## config.mk

```make
export PLATFORM = sky130hd
export DESIGN_NAME = smooth_job_scheduler
export DESIGN_NICKNAME = d
export VERILOG_FILES = /design/src/rtl/smooth_job_scheduler.sv
export SDC_FILE = /design/constraint.sdc
export NUM_CORES = 1
export LEC_CHECK = 0
export BUFFER_PORTS_ARGS = -buffer_cell sky130_fd_sc_hd__buf_2
export CORE_ASPECT_RATIO = 1.25
export CORE_MARGIN = 2
export CORE_UTILIZATION = 45
export CTS_CLUSTER_DIAMETER = 120
export DETAILED_ROUTE_END_ITERATION = 10
export HOLD_SLACK_MARGIN = 0.06
export PLACE_DENSITY = 0.67
export SYNTH_ARGS = -nofsm -noshare
export SYNTH_HDL_FRONTEND = slang
export SYNTH_SLANG_ARGS = --single-unit
export TNS_END_PERCENT = 50
```

## constraint.sdc

```tcl
create_clock -name sys_clk -period 3.4 [get_ports sys_clk]
set_clock_uncertainty 0.2 [all_clocks]
set_input_delay 0.17 -clock sys_clk [delete_from_list [all_inputs] [get_ports sys_clk]]
set_output_delay 0.17 -clock sys_clk [all_outputs]
set_load 0.01 [all_outputs]
```

## src/rtl/smooth_job_scheduler.sv

```systemverilog
// smooth_job_scheduler
// Round-robin scheduler that shares one smoothing/MAC datapath between two
// sample channels. It grants a requesting channel, latches that channel's
// mode bits and buffer address, and pulses ready to the smoothing controller.
// It then waits for out_en, acks the requester and advances that channel's
// sample index. A watchdog abandons jobs whose out_en never arrives.
//
// Ports
//   sys_clk, reset      : clock; synchronous active-high reset
//   req[1:0]            : per-channel request level, held until ack
//   smooth_cfg[1:0]     : per-channel smoothing enable
//   bypass_cfg[1:0]     : per-channel stage1 bypass
//   out_en              : job-complete pulse from the smoothing controller
//   ready               : one-cycle job start
//   stage1, smooth      : latched mode bits of the granted channel
//   base_addr           : grant_ch*FRAME_LEN + idx[grant_ch]
//   grant_ch            : channel being served
//   busy                : high whenever the scheduler is not idle
//   ack[1:0]            : one-cycle per-channel completion pulse
//   frame_done[1:0]     : one-cycle pulse when a channel's index wraps
//   timeout_err         : sticky watchdog flag
module smooth_job_scheduler #(
  parameter int ADDR_W    = 8,
  parameter int FRAME_LEN = 16,
  parameter int TIMEOUT   = 15
) (
  input  logic              sys_clk,
  input  logic              reset,
  input  logic [1:0]        req,
  input  logic [1:0]        smooth_cfg,
  input  logic [1:0]        bypass_cfg,
  input  logic              out_en,
  output logic              ready,
  output logic              stage1,
  output logic              smooth,
  output logic [ADDR_W-1:0] base_addr,
  output logic              grant_ch,
  output logic              busy,
  output logic [1:0]        ack,
  output logic [1:0]        frame_done,
  output logic              timeout_err
);

  localparam int IDX_W = (FRAME_LEN > 1) ? $clog2(FRAME_LEN) : 1;
  localparam int TMR_W = $clog2(TIMEOUT + 1);

  typedef enum logic [2:0] {
    S_IDLE  = 3'd0,
    S_GRANT = 3'd1,
    S_START = 3'd2,
    S_WAIT  = 3'd3,
    S_DONE  = 3'd4
  } state_t;

  state_t                   state_q, state_d;
  logic                     last_ch_q, last_ch_d;
  logic [1:0][IDX_W-1:0]    idx_q, idx_d;
  logic [TMR_W-1:0]         timer_q, timer_d;
  logic                     ready_q, ready_d;
  logic                     stage1_q, stage1_d;
  logic                     smooth_q, smooth_d;
  logic [ADDR_W-1:0]        base_addr_q, base_addr_d;
  logic                     grant_ch_q, grant_ch_d;
  logic                     busy_q, busy_d;
  logic [1:0]               ack_q, ack_d;
  logic [1:0]               frame_done_q, frame_done_d;
  logic                     timeout_err_q, timeout_err_d;
  logic                     pick_s;
  logic [TMR_W-1:0]         timer_inc_s;

  // Buffer base address of a channel's current sample slot.
  function automatic logic [ADDR_W-1:0] addr_of(input logic ch, input logic [IDX_W-1:0] idx);
    addr_of = (ch ? ADDR_W'(FRAME_LEN) : {ADDR_W{1'b0}}) + ADDR_W'(idx);
  endfunction

  assign timer_inc_s = timer_q + {{(TMR_W-1){1'b0}}, 1'b1};

  // Next-state and next-output logic.
  always_comb begin
    state_d       = state_q;
    last_ch_d     = last_ch_q;
    idx_d         = idx_q;
    timer_d       = timer_q;
    stage1_d      = stage1_q;
    smooth_d      = smooth_q;
    base_addr_d   = base_addr_q;
    grant_ch_d    = grant_ch_q;
    timeout_err_d = timeout_err_q;
    ready_d       = 1'b0;
    ack_d         = 2'b00;
    frame_done_d  = 2'b00;
    pick_s        = 1'b0;
    case (state_q)
      S_IDLE: begin
        if (req != 2'b00) begin
          // A tie goes to the channel that was not served last.
          if (req == 2'b11) begin
            pick_s = ~last_ch_q;
          end else begin
            pick_s = req[1];
          end
          // Mode bits and address are captured here so they are valid
          // from the GRANT cycle through DONE.
          grant_ch_d  = pick_s;
          stage1_d    = bypass_cfg[pick_s];
          smooth_d    = smooth_cfg[pick_s];
          base_addr_d = addr_of(pick_s, idx_q[pick_s]);
          state_d     = S_GRANT;
        end else begin
          state_d = S_IDLE;
        end
      end
      S_GRANT: begin
        ready_d = 1'b1;
        state_d = S_START;
      end
      S_START: begin
        timer_d = {TMR_W{1'b0}};
        state_d = S_WAIT;
      end
      S_WAIT: begin
        timer_d = timer_inc_s;
        if (out_en) begin
          ack_d[grant_ch_q] = 1'b1;
          if (idx_q[grant_ch_q] == IDX_W'(FRAME_LEN - 1)) begin
            idx_d[grant_ch_q]        = {IDX_W{1'b0}};
            frame_done_d[grant_ch_q] = 1'b1;
          end else begin
            idx_d[grant_ch_q] = idx_q[grant_ch_q] + {{(IDX_W-1){1'b0}}, 1'b1};
          end
          state_d = S_DONE;
        end else if (timer_inc_s == TMR_W'(TIMEOUT)) begin
          // Abandon the job: ack the requester but leave its index alone.
          timeout_err_d     = 1'b1;
          ack_d[grant_ch_q] = 1'b1;
          state_d           = S_DONE;
        end else begin
          state_d = S_WAIT;
        end
      end
      S_DONE: begin
        last_ch_d = grant_ch_q;
        state_d   = S_IDLE;
      end
      default: begin
        state_d = S_IDLE;
      end
    endcase
    busy_d = (state_d != S_IDLE);
  end

  // State and output registers.
  always_ff @(posedge sys_clk) begin
    if (reset) begin
      state_q       <= S_IDLE;
      last_ch_q     <= 1'b1;
      idx_q         <= '0;
      timer_q       <= {TMR_W{1'b0}};
      ready_q       <= 1'b0;
      stage1_q      <= 1'b0;
      smooth_q      <= 1'b0;
      base_addr_q   <= {ADDR_W{1'b0}};
      grant_ch_q    <= 1'b0;
      busy_q        <= 1'b0;
      ack_q         <= 2'b00;
      frame_done_q  <= 2'b00;
      timeout_err_q <= 1'b0;
    end else begin
      state_q       <= state_d;
      last_ch_q     <= last_ch_d;
      idx_q         <= idx_d;
      timer_q       <= timer_d;
      ready_q       <= ready_d;
      stage1_q      <= stage1_d;
      smooth_q      <= smooth_d;
      base_addr_q   <= base_addr_d;
      grant_ch_q    <= grant_ch_d;
      busy_q        <= busy_d;
      ack_q         <= ack_d;
      frame_done_q  <= frame_done_d;
      timeout_err_q <= timeout_err_d;
    end
  end

  assign ready       = ready_q;
  assign stage1      = stage1_q;
  assign smooth      = smooth_q;
  assign base_addr   = base_addr_q;
  assign grant_ch    = grant_ch_q;
  assign busy        = busy_q;
  assign ack         = ack_q;
  assign frame_done  = frame_done_q;
  assign timeout_err = timeout_err_q;

endmodule

```

After elaboration in Yosys (flattened, before gate mapping)
Cells that the tools add are included.

word-level totals
  bits in registers = 34
  word-level logic and storage cells = 69
  bits of input ports = 9

cells by class
  equal/unequal tests = 7
  mux-type cells = 26
  reduce and logical (&&, ||, !) cells = 10
  bitwise logic cells = 6
  $lt $le $gt $ge = 3
  $add $sub $neg = 3

operator list
  cell                   count
  $mux W4                5
  $pmux W3 S4            1
  $mux W1                10
  $add A4 B1 Y4 const B  2
  $and A8 B8 Y8          1
  $bwmux W8              1
  $eq A4 B4 Y1 const B   2
  $mux W8                1
  $not A8 Y8             1
  $pmux W4 S2            1
  $add A5 B4 Y6          1
  $eq A3 B2 Y1 const B   2
  $mux W3                2
  $mux W5                1
  $demux W4 S1           1
  $lt A1 B2 Y1 const B   2
  $mux W2                2
  $not A1 Y1             4
  $reduce_and A2 Y1      2
  $reduce_bool A2 Y1     2
  $reduce_or A4 Y1       1
  $eq A3 B1 Y1 const B   1
  $eq A3 B3 Y1 const B   1
  $logic_not A3 Y1       1
  other kinds (7)        7

Depth between registers and ports, before layout
  word-level depth = 7
  mapped depth = 8
  gate-level depth less buffers = 7

Worst setup path before layout
OpenSTA, ideal clock, no wires.

  path kind = register -> register
  start point = reg base_addr[4] (netlist name)
  end point = reg idx_q[4] (netlist bit)
  setup slack = 791 ps
  data required time = 3137 ps
  data arrival time = 2346 ps
  stages on the path, launching flop included = 9
  library setup time = 63 ps
  cells stage by stage = dfxtp_1 -> clkbuf_1 -> clkbuf_1 -> mux2_2 -> ha_1 -> and4_1 -> or3_1 -> mux2_2 -> nor2_2

RTL lines
  what                  RTL line  text
  to (signal assigned)  171       idx_q <= idx_d;
  to (decl)             57        logic [1:0][IDX_W-1:0] idx_q, idx_d;

==> impl_metrics.ini <==
[run_status]
status = finished clean

[sta]
setup_viol = 0
max_slew_margin_pct = 49.3
rsz0062_at_grt = false
hold_viol_final = 0
post-route-period-util_pct = 73.3
slew_violations = 0
fin_ws_ns = 0.908
setup_tns_ns = 0
fin_crit_ns = 2.49
worstMarginPinSlew_ns = 0.755
fmax_mhz = 401

[route]
first_pass_iters = 4
wl_met1_um = 1180
vias = 1198
drc_errors = 0
viasPerCell = 5.50
dr_wl_met2_um = 1580
routed.top_layer = met4
first_iter_violations = 24
antenna_left = 0
routedWlPerCell_um = 13.9
dr_wl_met3_um = 183
drt_wl_total_um = 3020

[cts]
cts_tree = done
cts-resized-gates = 0
hold_buffers = 7
clock-sinks = 30
path_clk_slew_ns = 0.09
clock_latency_ns = 0.33
clk_path_buf_depth = 2
htreeDepth = 2
cts_buffers = 5
cts_root_buf = clkbuf_4
cts_setup_buffers = 0

[logic_synthesis]
synth_cell_types = 45
synth_top_family_by_area = simple AND/OR/NAND/NOR gates
syn-cell-area_mm2 = 0.00141
synth_xor_area_share_pct = 1.87
avgSynthCellArea_um2 = 9.14
yosys.area_share.adder_pct = 2.67
yosys_warnings = 0
yosysTopAreaCellShare_pct = 42.7
synthSimpleGateAreaFrac_pct = 23.1
ys_async_sr_fraction_pct = 0
yosys.area.top_type = dfxtp_1
synth_top_flop_cell = dfxtp_1
synth.area.mux_share_pct = 7.29
synth-seq-area-share_pct = 42.7
synth_edf_count = 0
ys_top_cells_by_area = dfxtp_1 (43%), mux2i_1 (5.7%), nor2_1 (5.6%)
synth_compound_area_share_pct = 16.9
synthCells = 154
ys_ff_latch = 30

[place]
gp_congestion = 0.949
portBuffers = 23
dp_slack_ns = 0.916
placedInstanceArea_mm2 = 0.00152
hpwl_um = 2140
place_inst = 204

[grt]
grt_max_degree = 26
track_usage_pct = 19.4
overflow = 0
grt_pass1_wl_um = 4970
antenna_found_initial = 0
grt_pass1_vias = 1159

[worst_hold_path]
min_path_type = input pin to flop
min_from = reset

[final_layout]
utilization_pct = 55.0
fin_nets = 194
final_cells = 218
syn2layout_area_growth_pct = 16.1
diodes = 0
fin_area_mm2 = 0.00163
drive_gt1_share_pct = 20.9

[setup_path]
r2r_setup_slack_ns = 0.91
crit_path_end_kind = flop
startpoint = base_addr[4]
cp.arrival_ns = 2.56
r2r-start = base_addr[4]
cp.required_ns = 3.47
cp-start-kind = flop
setup.worst_path.class = flop to flop
path_max_fanout = 19

[power]
powerDensity_mw_per_mm2 = 426
ir_worst_vdd_mv = 0.282
p_leak_nw = 0.664

[die]
coreArea_mm2 = 0.00297
rows = 22
ios = 27
dieHeight_um = 66.5
die_area_mm2 = 0.00359
start_util_pct = 47.3
die_w_um = 54.0

[run]
cap_violations = 0
-- report_power, final --
group	switching [W]	internal, W
clock network	0.000116	0.0000741
logic	0.0000635	0.0000499
registers	0.0000214	0.000372
-- synthesized netlist by cell type (all sizes together), types with 2 or more instances --
master / n
mux2: 2
buf: 6
nand3: 4
nand2: 12
a21boi: 2
o21ai: 6
dfxtp: 30
xor2: 2
ha: 3
nor4: 2
mux2i: 8
inv: 4
nor2: 22
a211oi: 7
nor3: 3
a21oi: 5
clkbuf: 5
nor2b: 6
o32ai: 2
a31oi: 2
-- area by class of cell --
class,count,area [um^2]
clock buffer,5,37.5
clock inverter,2,10.0
fill,285,1340
inverter,4,15.0
multi-input combinational,111,741
sequential,30,601
tap,36,45.0
timing repair buffer,30,185
-- state kept, by name (all words and copies together), names as in the netlist --
register	count
last_ch_q	1
ack	2
smooth	1
base_addr	5
ready	1
idx_q	8
timeout_err	1
timer_q	4
busy	1
frame_done	2
state_q	3
stage1	1
-- cell usage in the layout (no fill, tap or decap), types with 2 or more instances in the layout --
cell / netlist / routed
clkinv_2: 0 / 2
nor2_1: 21 / 21
dlygate4sd3_1: 0 / 7
a211oi_1: 7 / 7
nand2_1: 12 / 12
ha_1: 3 / 3
xor2_1: 2 / 2
inv_1: 4 / 4
nor2b_1: 6 / 6
mux2_2: 2 / 2
nand3_1: 4 / 4
a21oi_1: 5 / 5
clkbuf_4: 0 / 5
dfxtp_1: 30 / 30
nor3_1: 3 / 3
a31oi_1: 2 / 2
o21ai_0: 6 / 6
mux2i_1: 8 / 8
conb_1: 1 / 3
buf_2: 2 / 23
o32ai_1: 2 / 2
-- layer usage --
| metal | track usage (%) | vias to the layer above |
|---|---|---|
| li1 | - | 599 |
| met2 | 33.8 | 35 |
| met3 | 6.05 | 8 |
| met5 | 0 | - |
| met1 | 19.9 | 556 |
| met4 | 10.6 | 0 |
-- path summary, 6_finish.rpt --
kind                                    end  cells past startpoint
worst max-delay path               idx_q[4]                      6
worst min-delay path               idx_q[6]                      2
worst max register to register     idx_q[4]                      6
worst min register to register  timeout_err                      1
-- critical path, stage by stage, from the launching register on --
cell     delay (ns)
dfxtp_1        0.69
mux2_2         0.41
ha_1           0.25
and4_1         0.22
or3_1          0.32
mux2_2         0.28
nor2_2         0.07
-- per-stage QoR --
step | total power [W] | hold slack [ns]
after floorplan | 0.000478 | 0.108
after global placement | 0.000505 | 0.248
after detailed placement | 0.000509 | 0.245
after CTS | 0.000707 | 0.0606
after global routing | 0.000739 | 0.0799
final | 0.000696 | 0.0719
-- kinds of logic after synthesis --
logic type,after synthesis
AO/OA/AOI/OAI,33
XOR/XNOR,3
adder cells (fa/ha/maj),3
buffers and inverters,15
flip-flops,30
multiplexers,10
other,1
AND/OR/NAND/NOR,59
Power figures use the tool's default switching activity.
